**src/rtl/mixcolumns_serial.sv**
```systemverilog
// Byte-serial AES MixColumns: a column of 4 bytes in, 4 mixed bytes out, 4 cycles after each input byte.
// No backpressure: a loaded column always drains in 4 consecutive cycles, and a new load on the last drain edge continues without a gap.
module mixcolumns_serial #(
  parameter int COLS_PER_BLOCK = 4
) (
  input  logic       clock,
  input  logic       reset_n,
  input  logic [7:0] inbyte,
  input  logic       enable,
  input  logic       bypass,
  output logic [7:0] outbyte,
  output logic       ready,
  output logic       block_done
);

  localparam int CW = (COLS_PER_BLOCK > 1) ? $clog2(COLS_PER_BLOCK) : 1;
  localparam logic [CW-1:0] COL_LAST = CW'(COLS_PER_BLOCK - 1);

  typedef enum logic {IDLE, DRAIN} state_t;

  state_t          state_q, state_d;
  logic [7:0]      a0, a1, a2;
  logic [1:0]      in_cnt;
  logic [1:0]      out_cnt;
  logic [CW-1:0]   col_cnt;
  logic            byp_q;
  logic [3:0][7:0] sr;
  logic [3:0][7:0] mix;
  logic            load;
  logic            last;

  function automatic logic [7:0] xtime(input logic [7:0] x);
    return {x[6:0], 1'b0} ^ (x[7] ? 8'h1b : 8'h00);
  endfunction

  function automatic logic [7:0] mul3(input logic [7:0] x);
    return xtime(x) ^ x;
  endfunction

  // The fourth byte is used straight off the input, so only three bytes are buffered.
  always_comb begin
    mix = '0;
    if (byp_q) begin
      mix[0] = a0;
      mix[1] = a1;
      mix[2] = a2;
      mix[3] = inbyte;
    end else begin
      mix[0] = xtime(a0) ^ mul3(a1) ^ a2 ^ inbyte;
      mix[1] = a0 ^ xtime(a1) ^ mul3(a2) ^ inbyte;
      mix[2] = a0 ^ a1 ^ xtime(a2) ^ mul3(inbyte);
      mix[3] = mul3(a0) ^ a1 ^ a2 ^ xtime(inbyte);
    end
  end

  always_comb begin
    load    = enable && (in_cnt == 2'd3);
    last    = (state_q == DRAIN) && (out_cnt == 2'd3);
    state_d = state_q;
    case (state_q)
      IDLE:    if (load) state_d = DRAIN;
      DRAIN:   if (last && !load) state_d = IDLE;
      default: state_d = IDLE;
    endcase
  end

  always_ff @(posedge clock or negedge reset_n) begin
    if (!reset_n) state_q <= IDLE;
    else          state_q <= state_d;
  end

  always_ff @(posedge clock or negedge reset_n) begin
    if (!reset_n) begin
      a0     <= '0;
      a1     <= '0;
      a2     <= '0;
      in_cnt <= '0;
      byp_q  <= 1'b0;
    end else if (enable) begin
      case (in_cnt)
        2'd0:    begin a0 <= inbyte; byp_q <= bypass; end
        2'd1:    a1 <= inbyte;
        2'd2:    a2 <= inbyte;
        default: ;
      endcase
      in_cnt <= in_cnt + 2'd1;
    end
  end

  // The head is not shifted on the final drain edge, so outbyte keeps m3 while idle.
  always_ff @(posedge clock or negedge reset_n) begin
    if (!reset_n) begin
      sr      <= '0;
      out_cnt <= '0;
    end else if (load) begin
      sr      <= mix;
      out_cnt <= '0;
    end else if (state_q == DRAIN) begin
      if (!last) sr <= {8'h00, sr[3], sr[2], sr[1]};
      out_cnt <= out_cnt + 2'd1;
    end
  end

  always_ff @(posedge clock or negedge reset_n) begin
    if (!reset_n)  col_cnt <= '0;
    else if (last) col_cnt <= (col_cnt == COL_LAST) ? '0 : col_cnt + CW'(1);
  end

  assign outbyte    = sr[0];
  assign ready      = (state_q == DRAIN);
  assign block_done = last && (col_cnt == COL_LAST);

endmodule

```
**config.mk**
```make
export PLATFORM = sky130hd
export DESIGN_NAME = mixcolumns_serial
export DESIGN_NICKNAME = d
export VERILOG_FILES = /design/src/rtl/mixcolumns_serial.sv
export SDC_FILE = /design/constraint.sdc
export NUM_CORES = 1
export LEC_CHECK = 0
export CAP_MARGIN = 20
export CORE_MARGIN = 2
export CORE_UTILIZATION = 55
export CTS_CLUSTER_DIAMETER = 100
export DETAILED_ROUTE_END_ITERATION = 10
export HOLD_SLACK_MARGIN = 0.12
export PLACE_DENSITY = 0.77
export SLEW_MARGIN = 20
export SYNTH_ARGS = -nofsm -noshare
export SYNTH_HDL_FRONTEND = slang
export SYNTH_SLANG_ARGS = --single-unit
```
**constraint.sdc**
```tcl
create_clock -name clock -period 1.5 [get_ports clock]
set_input_delay 0.15 -clock clock [delete_from_list [all_inputs] [get_ports clock]]
set_output_delay 0.15 -clock clock [all_outputs]
set_load 0.02 [all_outputs]
```
Word-level counts from Yosys, hierarchy flattened
Index checks and enable logic that the tools add are counted.
{ "word_totals": {"out_inout_bits": 10, "word_cells": 67, "ff_bits": 64, "in_bits": 12} }
{ "classes": {"reduce_logical": 11, "n_addsub": 3, "eq_ne": 6, "bitwise": 21, "mux": 14} }
{ "ops": {"columns": ["operator", "count"], "rows": [
  ["2-to-1 mux 32 bit", 4],
  ["XOR 8 bit", 16],
  ["XOR 8 x 5 -> 8 bit", 4],
  ["2-to-1 mux 5 bit", 4],
  ["== test 2 bit, second input constant", 4],
  ["AND reduction 2 bit", 4],
  ["adder 2 x 1 -> 2 bit, second input constant", 3],
  ["2-to-1 mux 2 bit", 3],
  ["logical AND 1 bit", 4],
  ["== test 2 x 1 -> 1 bit, second input constant", 1],
  ["zero test 2 bit", 1],
  ["2-to-1 mux 1 bit", 2],
  ["inequality test 2 bit, second input constant", 1],
  ["case mux 1 bit (2 select lines)", 1],
  ["nonzero test 2 bit", 1],
  ["zero test 1 bit", 1],
  ["NOT 1 bit", 1]
]} }

Longest topological paths before layout
{ "logic_depth": {"depth_word": 8, "mapped_depth": 6, "depth_no_buf": 4} }

Least setup slack after synthesis
Ideal clock, no wire load.
{ "synth_path": {"path_type": "register to register", "start": "register in_cnt[0]", "end": "register sr[13] in the netlist's numbering", "path_slack_ps": -110, "stages_incl_launch_ff": 7, "synth_period_minus_slack_ps": 1610, "t_arrival_ps": 1516, "n_path_buf": 2, "setup_ps": 94, "required_ps": 1406, "path_cell_list": "dfrtp_1 ha_1 and2_1 clkbuf_1 clkbuf_1 a211oi_1 a211oi_1"} }
{ "synth_between": {"elab_chain_len": 4, "word_cells_on_any_way": 6, "cone_classes": "eq/ne (2); mux (1); reduce/logical (3)"} }
{ "synth_rtl": {"columns": ["element", "line", "source"], "rows": [
  ["from (decl)", "23", "logic [1:0] in_cnt;"],
  ["from (signal assigned)", "86", "in_cnt <= in_cnt + 2'd1;"],
  ["== test 2 bit *", "57", "load = enable && (in_cnt == 2'd3);"],
  ["logical AND 1 bit *", "57", null],
  ["inequality test 2 bit (no line) or nonzero test 2 bit (tied branches)", null, null],
  ["AND reduction 2 bit (no line)", null, null],
  ["to (signal assigned)", "96", "sr <= mix;"],
  ["to (signal assigned)", "99", "if (!last) sr <= {8'h00, sr[3], sr[2], sr[1]};"],
  ["to (decl)", "27", "logic [3:0][7:0] sr;"]
]} }
Mark *: on every way between the ends. The rest lies on a longest branch, timed or not.
A chain may end at the register's enable or synchronous reset.

Worst setup path after layout
{ "layout_path": {"start": "register a1[7]", "end": "register sr (netlist bit outbyte[4])"} }
{ "layout_between": {"elab_chain_len": 8} }
{ "layout_rtl": {"columns": ["element", "line", "source"], "rows": [
  ["from (decl)", "22", "logic [7:0] a0, a1, a2;"],
  ["from (signal assigned)", "82", "2'd1: a1 <= inbyte;"],
  ["2-to-1 mux 5 bit", "33", "return {x[6:0], 1'b0} ^ (x[7] ? 8'h1b : 8'h00);"],
  ["XOR 8 x 5 -> 8 bit", "33", null],
  ["XOR 8 bit", "37", "return xtime(x) ^ x;"],
  ["XOR 8 bit (3 in a row)", "49", "mix[0] = xtime(a0) ^ mul3(a1) ^ a2 ^ inbyte;"],
  ["2-to-1 mux 32 bit", "43", "if (byp_q) begin"],
  ["2-to-1 mux 32 bit", "95", "end else if (load) begin"]
]} }
Every way passes these cells.

==> impl_metrics.csv <==
group,metric,value,unit
sta,final_hold_viol_count,0,
floorplanning,die_w,94.60,um
synth,yosys_warnings,0,
clock_tree,htreeDepth,3,
synth,seq_area_frac_synth,35.48,%
route,wl_per_cell,21.31,um
final_layout,post_route_cells_drive_above_1_share,46.05,%
placement,io_buffers,21,
clock_tree,clk_pin_slew,0.07,ns
pwr,pwr_density_cell,2797,mW/mm2
route,route.met2.wl,5.905,mm
outcome,status,"finished, violations left",
synth,ys_ff_latch,64,
sta,rsz0062_at_grt,"yes",
synth,syn-num-nets,381,
synth,synth.avg_cell_area,12.44,um2
final_layout,area_delta_synth_final,31.96,%
critical_path,crit_path_start_kind,"flip-flop",
floorplanning,die_area,0.008948,mm2
pwr,leakage,2.903,nW
final_layout,nNetsFinal,456,
synth,synthArstFlopShare,100.0,%
sta,maxSlewViolCount,0,
sta,worst_pin_slew,0.4229,ns
critical_path,crit_fanout,5,
floorplanning,ios,22,
critical_path,cp.required,1.76,ns
route,wirelength,11.68,mm
min_path,hold_class,"primary input to asynchronous set/reset pin",
floorplanning,row_count,33,
global_routing,grt_pass1_vias,3426,
route,drc,0,
final_layout,n_antenna_cell,0,
sta,min_period,1.540,ns
clock_tree,cts_root_buf,"clkbuf_8",
floorplanning,die_h,94.60,um
sta,layout_setup_ws,-0.03963,ns
critical_path,critPathArrivalTime,1.80,ns
floorplanning,start_util,55.78,%
clock_tree,cts_tree,"done",
route,vias,3230,
sta,fmax,649.5,MHz
route,m1WireLength,4.891,mm
sta,setup_viol,2,
synth,synth_area,0.004514,mm2
synth,ys_types,34,
route,vias_per_cell,5.894,
route,wl_met3,568,um
placement,dp_hpwl,7.440,mm
final_layout,mostFrequentLayoutCells,"buf_4 (79), dfrtp_1 (49), xnor3_1 (42)",
clock_tree,clockBufferDepth,2,
sta,relSlewSlack,71.72,%
clock_tree,cts.sinks,64,
clock_tree,numCtsBuffers,9,
clock_tree,clock_latency,0.36,ns
placement,gp_congestion,0.8061,
sta,finalCritPeriodShare,102.6,%
global_routing,grt_start_max_net_pins,54,
global_routing,track_usage,27.47,%
critical_path,crit_type,"flip-flop to flip-flop",
final_layout,utilization,73.61,%
synth,syn_inst,363,
route,ant_nets,0,
sta,fin_skew,0.005772,ns
flow_run,drv_cap,0,
route,drt-pass1-iter-count,4,
critical_path,end_kind,"flip-flop",
synth,synth_edf_count,0,
global_routing,grt_remaining_overflow,0,
synth,synth_ff_type,"dfrtp_1",
final_layout,final_common_cell,"buf_4",
placement,pre_cts_ws,-0.3127,ns
global_routing,antenna_found_initial,0,
outcome,violations,"negative setup slack",
route,drt-initial-drc-count,184,
route,routed.top_layer,"met4",
global_routing,grt_pass1_wl,18.02,mm
pwr,ir_drop,0.001567,V
floorplanning,design.core.area,0.008093,mm2
-- state kept, by name (all words and copies together), names as in the netlist --
register  cells
sr           24
outbyte       8
a1            8
a0            8
byp_q         1
col_cnt       2
out_cnt       2
ready         1
in_cnt        2
a2            8
-- Yosys cell counts, types with 9 or more instances --
cell type  number  share of area (%)
nor3b_1        24                4.0
xnor2_1         9                1.7
buf_2          11                1.2
and3b_1        24                4.7
dfrtp_1        64                 35
buf_4           9                1.5
a211oi_1       47                7.8
mux2_2         26                6.5
xor2_1         23                4.5
xnor3_1        42                 21
clkbuf_1       26                2.2
nand2_1        11               0.91
-- layer usage --
metal / global-route usage [%] / up-vias
li1: - / 1453
met1: 36.00 / 1649
met2: 46.19 / 106
met3: 4.789 / 22
met4: 10.02 / 0
met5: 0 / -
-- path summary, 6_finish.rpt --
| path | end | start | slack (ns) | cells past startpoint |
|---|---|---|---|---|
| max in group asynchronous | a0[5] | reset_n | 0.67 | 3 |
| min in group clock | a1[3] | inbyte[3] | 0.44 | 3 |
| max reg2reg | outbyte[4] | a1[7] | -0.04 | 4 |
| min reg2reg | sr[27] | sr[27] | 0.52 | 2 |
| max | outbyte[4] | a1[7] | -0.04 | 4 |
| min | a2[2] | reset_n | 0.21 | 2 |
-- through the flow --
stage               TNS (ns)  area, um2  total power, mW  cells  hold WS [ns]
finish              -0.06554       5957            16.66    548        0.2136
global route         -0.4862       5957            17.52    548        0.2437
CTS                        0       5679            15.69    539        0.2242
detailed placement    -7.562       5284            13.50    515       0.06139
global placement      -5.950       5284            13.17    515       0.05346
floorplan                  0       4542            10.56    363       -0.1456
-- kinds of logic after synthesis --
family                     after synthesis  synth area share (%)
buffers and inverters                   51                 5.487
muxes                                   27                 6.707
xor gates and xnor gates                78                 28.80
AOI/OAI and AO/OA                       61                 10.09
adders and majority gates                6                 1.663
and+or+nand+nor                         76                 11.78
DFF                                     64                 35.48
-- power by group --
| group | internal (mW) | leakage, nW | total (mW) | switching (mW) |
|---|---|---|---|---|
| Clock | 0.855 | 0.103 | 1.55 | 0.693 |
| Combinational | 7.00 | 2.03 | 11.6 | 4.55 |
| Sequential | 2.64 | 0.773 | 3.56 | 0.919 |
-- worst max-delay path, stage by stage (launching register included) --
cell      delay, ns
dfrtp_2        0.45
xnor2_2        0.21
buf_4          0.15
xnor3_1        0.34
a211oi_2       0.28
-- area by class of cell --
| cell class | count | area, um2 |
|---|---|---|
| clock buffers | 13 | 158.9 |
| clock inverters | 3 | 40.04 |
| fillers | 506 | 2136 |
| inverters | 2 | 7.507 |
| multi-input cells | 248 | 2984 |
| flip-flops and latches | 64 | 1620 |
| well taps | 105 | 131.4 |
| repair buffers | 113 | 1015 |
-- repair_timing --
action,in CTS,in global routing
resized for setup,42,45
hold buffers,1,0
endpoints found under the hold margin,64,0
setup endpoints to repair,34,35
pin swaps,12,20
buffers inserted,8,10
Note: power is estimated with default switching activity, not from simulation.
